**config.mk**
```make
export PLATFORM = sky130hd
export DESIGN_NAME = ngx_http_parse_time_udiv_30ns_14ns_16_seq
export DESIGN_NICKNAME = d
export VERILOG_FILES = /design/src/rtl/ngx_http_parse_time_udiv_30ns_14ns_16_seq_pkg.sv /design/src/rtl/ngx_http_parse_time_udiv_step.sv /design/src/rtl/ngx_http_parse_time_udiv_30ns_14ns_16_seq.sv
export SDC_FILE = /design/constraint.sdc
export NUM_CORES = 1
export LEC_CHECK = 0
export BUFFER_PORTS_ARGS = -buffer_cell sky130_fd_sc_hd__buf_4
export CAP_MARGIN = 20
export CORE_MARGIN = 2
export CORE_UTILIZATION = 60
export DETAILED_ROUTE_END_ITERATION = 12
export PLACE_DENSITY = 0.86
export SYNTH_ARGS = -nofsm -noshare
export SYNTH_HDL_FRONTEND = slang
export SYNTH_SLANG_ARGS = --single-unit
```
**constraint.sdc**
```tcl
create_clock -name ap_clk -period 4.9 [get_ports ap_clk]
set_input_delay 0.49 -clock ap_clk [delete_from_list [all_inputs] [get_ports ap_clk]]
set_output_delay 0.49 -clock ap_clk [all_outputs]
set_load 0.05 [all_outputs]
```
**src/rtl/ngx_http_parse_time_udiv_30ns_14ns_16_seq_pkg.sv**
```systemverilog
// Shared definitions for the time-field divider: FSM states, operand widths,
// iteration count and the saturation values driven on overflow.
package ngx_http_parse_time_udiv_30ns_14ns_16_seq_pkg;

  typedef enum logic [1:0] {
    ST_IDLE = 2'd0,
    ST_CALC = 2'd1,
    ST_DONE = 2'd2
  } div_state_e;

  localparam int DIN0_W = 30;
  localparam int DIN1_W = 14;
  localparam int DOUT_W = 16;
  localparam int ITERS  = DOUT_W;

  localparam logic [DOUT_W-1:0] QUOT_SAT = 16'hFFFF;
  localparam logic [DIN1_W-1:0] REM_SAT  = 14'd0;

endpackage

```
**src/rtl/ngx_http_parse_time_udiv_step.sv**
```systemverilog
// One restoring-division step: shift in one dividend bit, subtract the divisor
// if it fits, and report the resulting quotient bit.
module ngx_http_parse_time_udiv_step #(
  parameter int R_W = 14
) (
  input  logic [R_W:0]   t,
  input  logic [R_W-1:0] divisor,
  output logic [R_W-1:0] r_next,
  output logic           qbit
);

  logic [R_W:0] diff;

  // t is {running remainder, next dividend bit}; keep the difference only when non-negative
  always_comb begin
    diff   = t - {1'b0, divisor};
    qbit   = (t >= {1'b0, divisor});
    r_next = qbit ? diff[R_W-1:0] : t[R_W-1:0];
  end

endmodule

```
**src/rtl/ngx_http_parse_time_udiv_30ns_14ns_16_seq.sv**
```systemverilog
// Sequential radix-2 restoring divider, 30b / 14b -> 16b quotient + 14b remainder.
// Fixed latency: accept edge, 16 iteration edges, then DONE for one ce cycle.
// Overflow (zero divisor or quotient wider than 16b) is decided from the raw
// operands at accept time and saturates the results.
module ngx_http_parse_time_udiv_30ns_14ns_16_seq
  import ngx_http_parse_time_udiv_30ns_14ns_16_seq_pkg::*;
#(
  parameter int ID         = 1,
  parameter int din0_WIDTH = DIN0_W,
  parameter int din1_WIDTH = DIN1_W,
  parameter int dout_WIDTH = DOUT_W
) (
  input  logic                  ap_clk,
  input  logic                  ap_rst,
  input  logic                  ce,
  input  logic                  start,
  input  logic [din0_WIDTH-1:0] din0,
  input  logic [din1_WIDTH-1:0] din1,
  output logic                  ready,
  output logic                  done,
  output logic [dout_WIDTH-1:0] quot,
  output logic [din1_WIDTH-1:0] rem,
  output logic                  ovf
);

  localparam int CNT_W = $clog2(dout_WIDTH);
  localparam logic [CNT_W-1:0] CNT_LAST = CNT_W'(dout_WIDTH - 1);

  // ID is an instance tag only
  if (ID < 0) begin : g_id_tag
  end

  div_state_e              state, state_d;
  logic                    accept;
  logic [CNT_W-1:0]        cnt;
  logic [din1_WIDTH-1:0]   r, divisor, r_next;
  logic [dout_WIDTH-1:0]   shreg;
  logic                    ovf_q, qbit;

  ngx_http_parse_time_udiv_step #(.R_W(din1_WIDTH)) u_step (
    .t       ({r, shreg[dout_WIDTH-1]}),
    .divisor (divisor),
    .r_next  (r_next),
    .qbit    (qbit)
  );

  // State register; ce=0 freezes the FSM
  always_ff @(posedge ap_clk or posedge ap_rst) begin
    if (ap_rst)  state <= ST_IDLE;
    else if (ce) state <= state_d;
  end

  // Next state, handshake decode; start is ignored while calculating
  always_comb begin
    state_d = state;
    accept  = 1'b0;
    ready   = (state == ST_IDLE) || (state == ST_DONE);
    done    = (state == ST_DONE);
    case (state)
      ST_IDLE, ST_DONE: begin
        if (start) begin
          accept  = 1'b1;
          state_d = ST_CALC;
        end else begin
          state_d = ST_IDLE;
        end
      end
      ST_CALC: if (cnt == CNT_LAST) state_d = ST_DONE;
      default: state_d = ST_IDLE;
    endcase
  end

  // Operand capture, iteration datapath and result registers loaded on DONE entry
  always_ff @(posedge ap_clk or posedge ap_rst) begin
    if (ap_rst) begin
      cnt     <= '0;
      r       <= '0;
      shreg   <= '0;
      divisor <= '0;
      ovf_q   <= 1'b0;
      quot    <= '0;
      rem     <= '0;
      ovf     <= 1'b0;
    end else if (ce) begin
      if (accept) begin
        cnt     <= '0;
        r       <= din0[din0_WIDTH-1:dout_WIDTH];
        shreg   <= din0[dout_WIDTH-1:0];
        divisor <= din1;
        ovf_q   <= (din1 == '0) || (din0[din0_WIDTH-1:dout_WIDTH] >= din1);
      end else if (state == ST_CALC) begin
        r     <= r_next;
        shreg <= {shreg[dout_WIDTH-2:0], qbit};
        cnt   <= cnt + 1'b1;
        if (cnt == CNT_LAST) begin
          ovf  <= ovf_q;
          quot <= ovf_q ? QUOT_SAT : {shreg[dout_WIDTH-2:0], qbit};
          rem  <= ovf_q ? REM_SAT  : r_next;
        end
      end
    end
  end

endmodule
```
==> impl_metrics.yaml, run 1 <==
die:
  die_area_um2: 8810
  start_util_pct: 62.4
  ios: 81
  die_w_um: 93.8
  rows: 32
  fp.dieH_um: 93.8
  coreArea_um2: 7770
timing:
  rsz0062_at_grt: "no"
  slew_headroom_pct: 36.7
  setup_tns_ns: 0
  fmax_mhz: 363
  setup_viol: 0
  fin_crit_ns: 2.76
  finClkSkew_ns: 0.0187
  worstMarginPinSlew_ns: 0.949
  finalHoldWorstSlack_ns: 0.0709
  slew_violations: 0
  period_share_pct: 56.2
  finalHoldViolations: 0
route:
  detail-route-antenna-nets: 0
  num_vias: 4413
  drtPass1Iterations: 5
  post_drt_wl_per_cell_um: 17.1
  first_iter_violations: 359
  wl_um: 12400
  post-route-drc-count: 0
  vias_per_cell: 6.09
clock_network:
  hold_buffers: 0
  clockBufferDepth: 2
  cts_tree: "built"
  clockRootBuffer: "clkbuf_8"
  post-cts-setup-buffers: 0
  path_clk_slew_ns: 0.10
  cts_sinks: 82
  numCtsBuffers: 9
  worstSkewPairLatency_ns: 0.37
  htree_levels: 3
  cts_resized: 0
synth:
  synth_area_leaders: "dfrtp_1 (42%), ha_1 (7.7%), nand2_1 (7.1%), o21ai_0 (5.3%), nor2_1 (3.5%)"
  synth-main-ff-cell: "dfrtp_1"
  syn_nets: 629
  async_reset_ff_share_pct: 100
  synth-seq-cells: 82
  synth_area_per_cell_um2: 8.81
  syn_inst: 550
  yosysTopAreaCellShare_pct: 42.4
  synth_edf_count: 0
  yosysTopAreaCell: "dfrtp_1"
  yosysSeqAreaShare_pct: 42.4
  synth_warnings: 0
  synth.cell_area_um2: 4840
  synth_cell_types: 64
place:
  place.gp.congestion: 0.957
  dp_cells: 708
  portBuffers: 80
  dpl.hpwl_um: 8930
critical_path:
  crit_fanout: 19
  critPathArrivalTime_ns: 3.02
  cp-startpoint: "r[2]"
  rrSetupSlack_ns: 2.14
  cp-start-kind: "register"
  crit_type: "register to register"
  crit_required_ns: 5.16
  r2r_start: "r[2]"
  worst_setup_path_end_kind: "register"
global_route:
  grt_pass1_wl_um: 20000
  gr-total-overflow: 0
  grt_pass1_vias: 4149
  grt_usage_pct: 29.3
  antenna_found_initial: 0
  grt_max_degree: 63
layout:
  nNetsFinal: 697
  ff_latch_area_um2: 2050
  drive_above_1_share_pct: 19.7
  multi_input_area_um2: 2500
  diodes: 0
  instances_no_fill: 725
  fillCellCount: 574
  final_core_util_pct: 73.6
  synthToLayoutAreaGrowth_pct: 18.1
pwr:
  irDropWorstVdd_mv: 0.318
  power_density_nw_per_um2: 773
  p_leak_nw: 2.77
status:
  outcome: "finished clean"
job:
  maxCapViolations: 0
hold_path:
  hold_path_class: "input pin to asynchronous set/reset pin"
## path summary, 6_finish.rpt
path,to,cells after the start
worst max-delay path,rem[1],7
worst min-delay path,quot[6],2
worst max register to register,rem[1],7
worst min register to register,quot[8],2
max in group asynchronous,divisor[10],3
min in group ap_clk,divisor[2],3
## placed cells by master (no fill, tap or decap), drive strengths merged, types with 3 or more instances in the layout
master	netlist	final
nor2	45	45
nor2b	5	5
nor4	4	4
ha	30	30
o21ai	54	54
a22oi	3	3
a21o	4	4
nor3	5	5
a221oi	3	3
nand3	7	7
o31ai	10	10
a31oi	19	19
mux2	5	5
dfrtp	82	82
o211ai	5	5
mux2i	7	7
inv	40	44
and3	4	4
nand2b	5	5
or3	11	11
nand2	93	93
clkbuf	24	9
a21oi	34	34
nand4	6	6
buf	4	85
xnor2	8	8
## critical path, stage by stage, from the launching register on
cell and delay, ns:
dfrtp_1 0.43, ha_1 0.41, o211ai_1 0.14, a21oi_2 0.20, o21ai_1 0.23, o21ai_4 0.56, mux2_2 0.43, o31ai_2 0.25
## cells by family (layout without fill, tap and decap cells)
kind of cell,after synthesis,count (layout),share of synthesized area (%)
buffers and inverters,68,141,6.04
AOI/OAI and AO/OA,154,154,20.6
DFF,82,82,42.4
muxes,12,12,2.69
xor gates and xnor gates,10,10,1.81
adders and majority gates,31,31,8.16
and+or+nand+nor,193,193,18.4
## stage by stage
step	setup slack (ns)	area [um^2]	power [mW]
6_report	2.14	5720	4.42
5_1_grt	1.97	5720	4.71
4_1_cts	2.19	5690	4.35
3_5_place_dp	2.13	5460	3.78
3_3_place_gp	2.18	5460	3.70
2_1_floorplan	2.30	4840	3.13
## flip-flops by register name, summed over array words and instances (netlist names)
register	count
r	14
ovf_q	1
ovf	1
quot	16
state	2
divisor	14
cnt	4
shreg	16
rem	14
## metal layers
metal,vias up,global-route usage [%],wire length (um)
met2,217,46.1,5720
met4,0,8.82,167
met5,-,0,0
met3,14,5.54,996
met1,2114,41.3,5480
li1,2068,-,-
## synth_stat cells, types with 3 or more instances
master and count:
nand2_1 92, dfrtp_1 82, o21ai_0 51, nor2_1 45, inv_1 40, a21oi_1 31, ha_1 30, clkbuf_1 22
a31oi_1 19, or3_1 10, o31ai_1 9, xnor2_1 8, mux2i_1 7, nand3_1 6, nand2b_1 5, nand4_1 5
nor2b_1 5, nor3_1 5, o211ai_1 5, a21o_1 4, and3_1 4, mux2_2 4, a21oi_2 3, a22oi_1 3
nor4_1 3
## area by class of cell
class,instances,area share [%]
clock buffer,9,2.17
sequential,82,35.9
timing repair buffer,85,11.5
clock inverter,7,1.86
multi-input combinational,400,43.7
tap,102,2.23
inverter,40,2.65
## power breakdown
group          internal [mW]  switching (mW)
clock                  0.298           0.271
sequential             0.966           0.203
combinational          0.972            1.71
(Power assumes the default switching activity.)
==> inputs of run 2 (changes only) <==
- CORE_UTILIZATION: 60 -> 51
- PLACE_DENSITY: 0.86 -> 0.78
- clock period: 4.9 -> 2.3 ns (I/O delays scaled with it)
==> impl_metrics.yaml, run 2 (same netlist as run 1, synthesis figures left out) <==
clock_network:
  htree_levels: 3
  cts_tree: "built"
  clockRootBuffer: "clkbuf_8"
  path_clk_slew_ns: 0.10
  numCtsBuffers: 9
  cts_sinks: 82
  hold_buffers: 0
  worstSkewPairLatency_ns: 0.38
  clockBufferDepth: 2
layout:
  nNetsFinal: 766
  layout_commonest_cell: "buf_4"
  diodes: 0
  synthToLayoutAreaGrowth_pct: 37.7
  fillCellCount: 660
  drive_above_1_share_pct: 34.1
  layout_common_cells: "buf_4 (146), nand2_1 (90), dfrtp_1 (81), o21ai_0 (48), nor2_1 (44)"
  reg_top3: "quot x16, shreg x16"
  finalInstanceArea_um2: 6670
global_route:
  gr-total-overflow: 0
  grt_usage_pct: 29.9
  grt_max_degree: 36
  antenna_found_initial: 0
  grt_pass1_wl_um: 23600
  grt_pass1_vias: 4788
place:
  place_area_um2: 5960
  dpl.hpwl_um: 10200
  place.gp.congestion: 0.955
  portBuffers: 80
route:
  wl_um: 15200
  drtPass1Iterations: 5
  post_drt_wl_per_cell_um: 18.5
  num_vias: 4828
  detail-route-antenna-nets: 0
  first_iter_violations: 342
  vias_per_cell: 5.88
  post-route-drc-count: 0
timing:
  setup_viol: 18
  finClkSkew_ns: 0.0167
  setup_ws_ns: -0.121
  finalHoldViolations: 7
  fmax_mhz: 413
  worstMarginPinSlew_ns: 0.809
  period_share_pct: 105
  slew_violations: 0
  slew_headroom_pct: 45.9
  finalHoldWorstSlack_ns: -0.00351
  rsz0062_at_grt: "yes"
  fin_crit_ns: 2.42
critical_path:
  worst_setup_path_end_kind: "register"
  critPathArrivalTime_ns: 2.66
  cp-start-kind: "register"
  r2r_end: "r[8]"
  rrSetupSlack_ns: -0.12
  crit_fanout: 6
  reg2regPathDepth: 8
  crit_type: "register to register"
  crit_required_ns: 2.54
  r2r_start: "r[12]"
die:
  ios: 81
  start_util_pct: 52.4
  die_w_um: 101
  die_area_um2: 10300
  rows: 35
  fp.dieH_um: 101
  coreArea_um2: 9240
pwr:
  power_density_nw_per_um2: 1850
  irDropWorstVdd_mv: 0.782
  p_leak_nw: 3.12
job:
  maxCapViolations: 0
status:
  violations: "hold timing, setup timing"
  outcome: "finished with violations"
hold_path:
  hold_path_class: "input pin to asynchronous set/reset pin"
[run 2: layer usage]
metal,track usage [%],part of all wire (%),up-vias
li1,-,-,2207
met1,40.1,41,2341
met2,47.5,49,241
met3,6.14,7.0,39
met4,12.5,2.6,0
met5,0,0,-
[run 2: timing repair]
item / CTS / global route
gates resized for setup: 30 / 36
pin swaps: 17 / 14
cloned: 1 / 0
setup buffers: 8 / 6
endpoints found under the setup margin: 23 / 25
[run 2: report_power, final]
group	switching, mW	internal, mW	total [mW]
sequential	0.467	2.06	2.53
clock	0.612	0.635	1.25
combinational	4.68	3.87	8.55
[run 2: how the worst max path moves through the flow]
stage / endpoint / start / cells past startpoint
after detailed placement: rem[8] / shreg[15] / 9
after global placement: rem[8] / divisor[0] / 8
final: r[8] / r[12] / 8
after CTS: rem[8] / shreg[15] / 9
after global routing: r[8] / r[11] / 8
after floorplan: rem[12] / r[7] / 8
[run 2: worst max-delay path, stage by stage (launching register included)]
cell and delay [ns]:
dfrtp_1 0.42, ha_4 0.32, nand3b_1 0.19, nor4_4 0.44, a311oi_4 0.11, o21ai_4 0.19, buf_12 0.19, mux2i_2 0.30
a21oi_1 0.12
[run 2: layout make-up]
type	instances	area (um^2)	area share, %
clock buffer	9	124	1.86
inverter	40	154	2.31
clock inverter	7	106	1.59
sequential	82	2050	30.8
multi-input combinational	401	2870	43.0
timing repair buffer	153	1200	18.0
tap	129	161	2.42
[run 2: through the flow]
stage               utilization (%)  cells  TNS (ns)  setup slack (ns)  total power, mW
CTS                            69.8    817    -0.125           -0.0446             11.2
finish                         72.2    821    -0.796            -0.121             12.3
detailed placement             64.5    793     -1.65            -0.242             9.16
global placement               64.5    793    -0.251            -0.133             8.94
floorplan                         -    550         0            0.0295             6.66
global route                   72.2    821     -1.94            -0.159             13.0
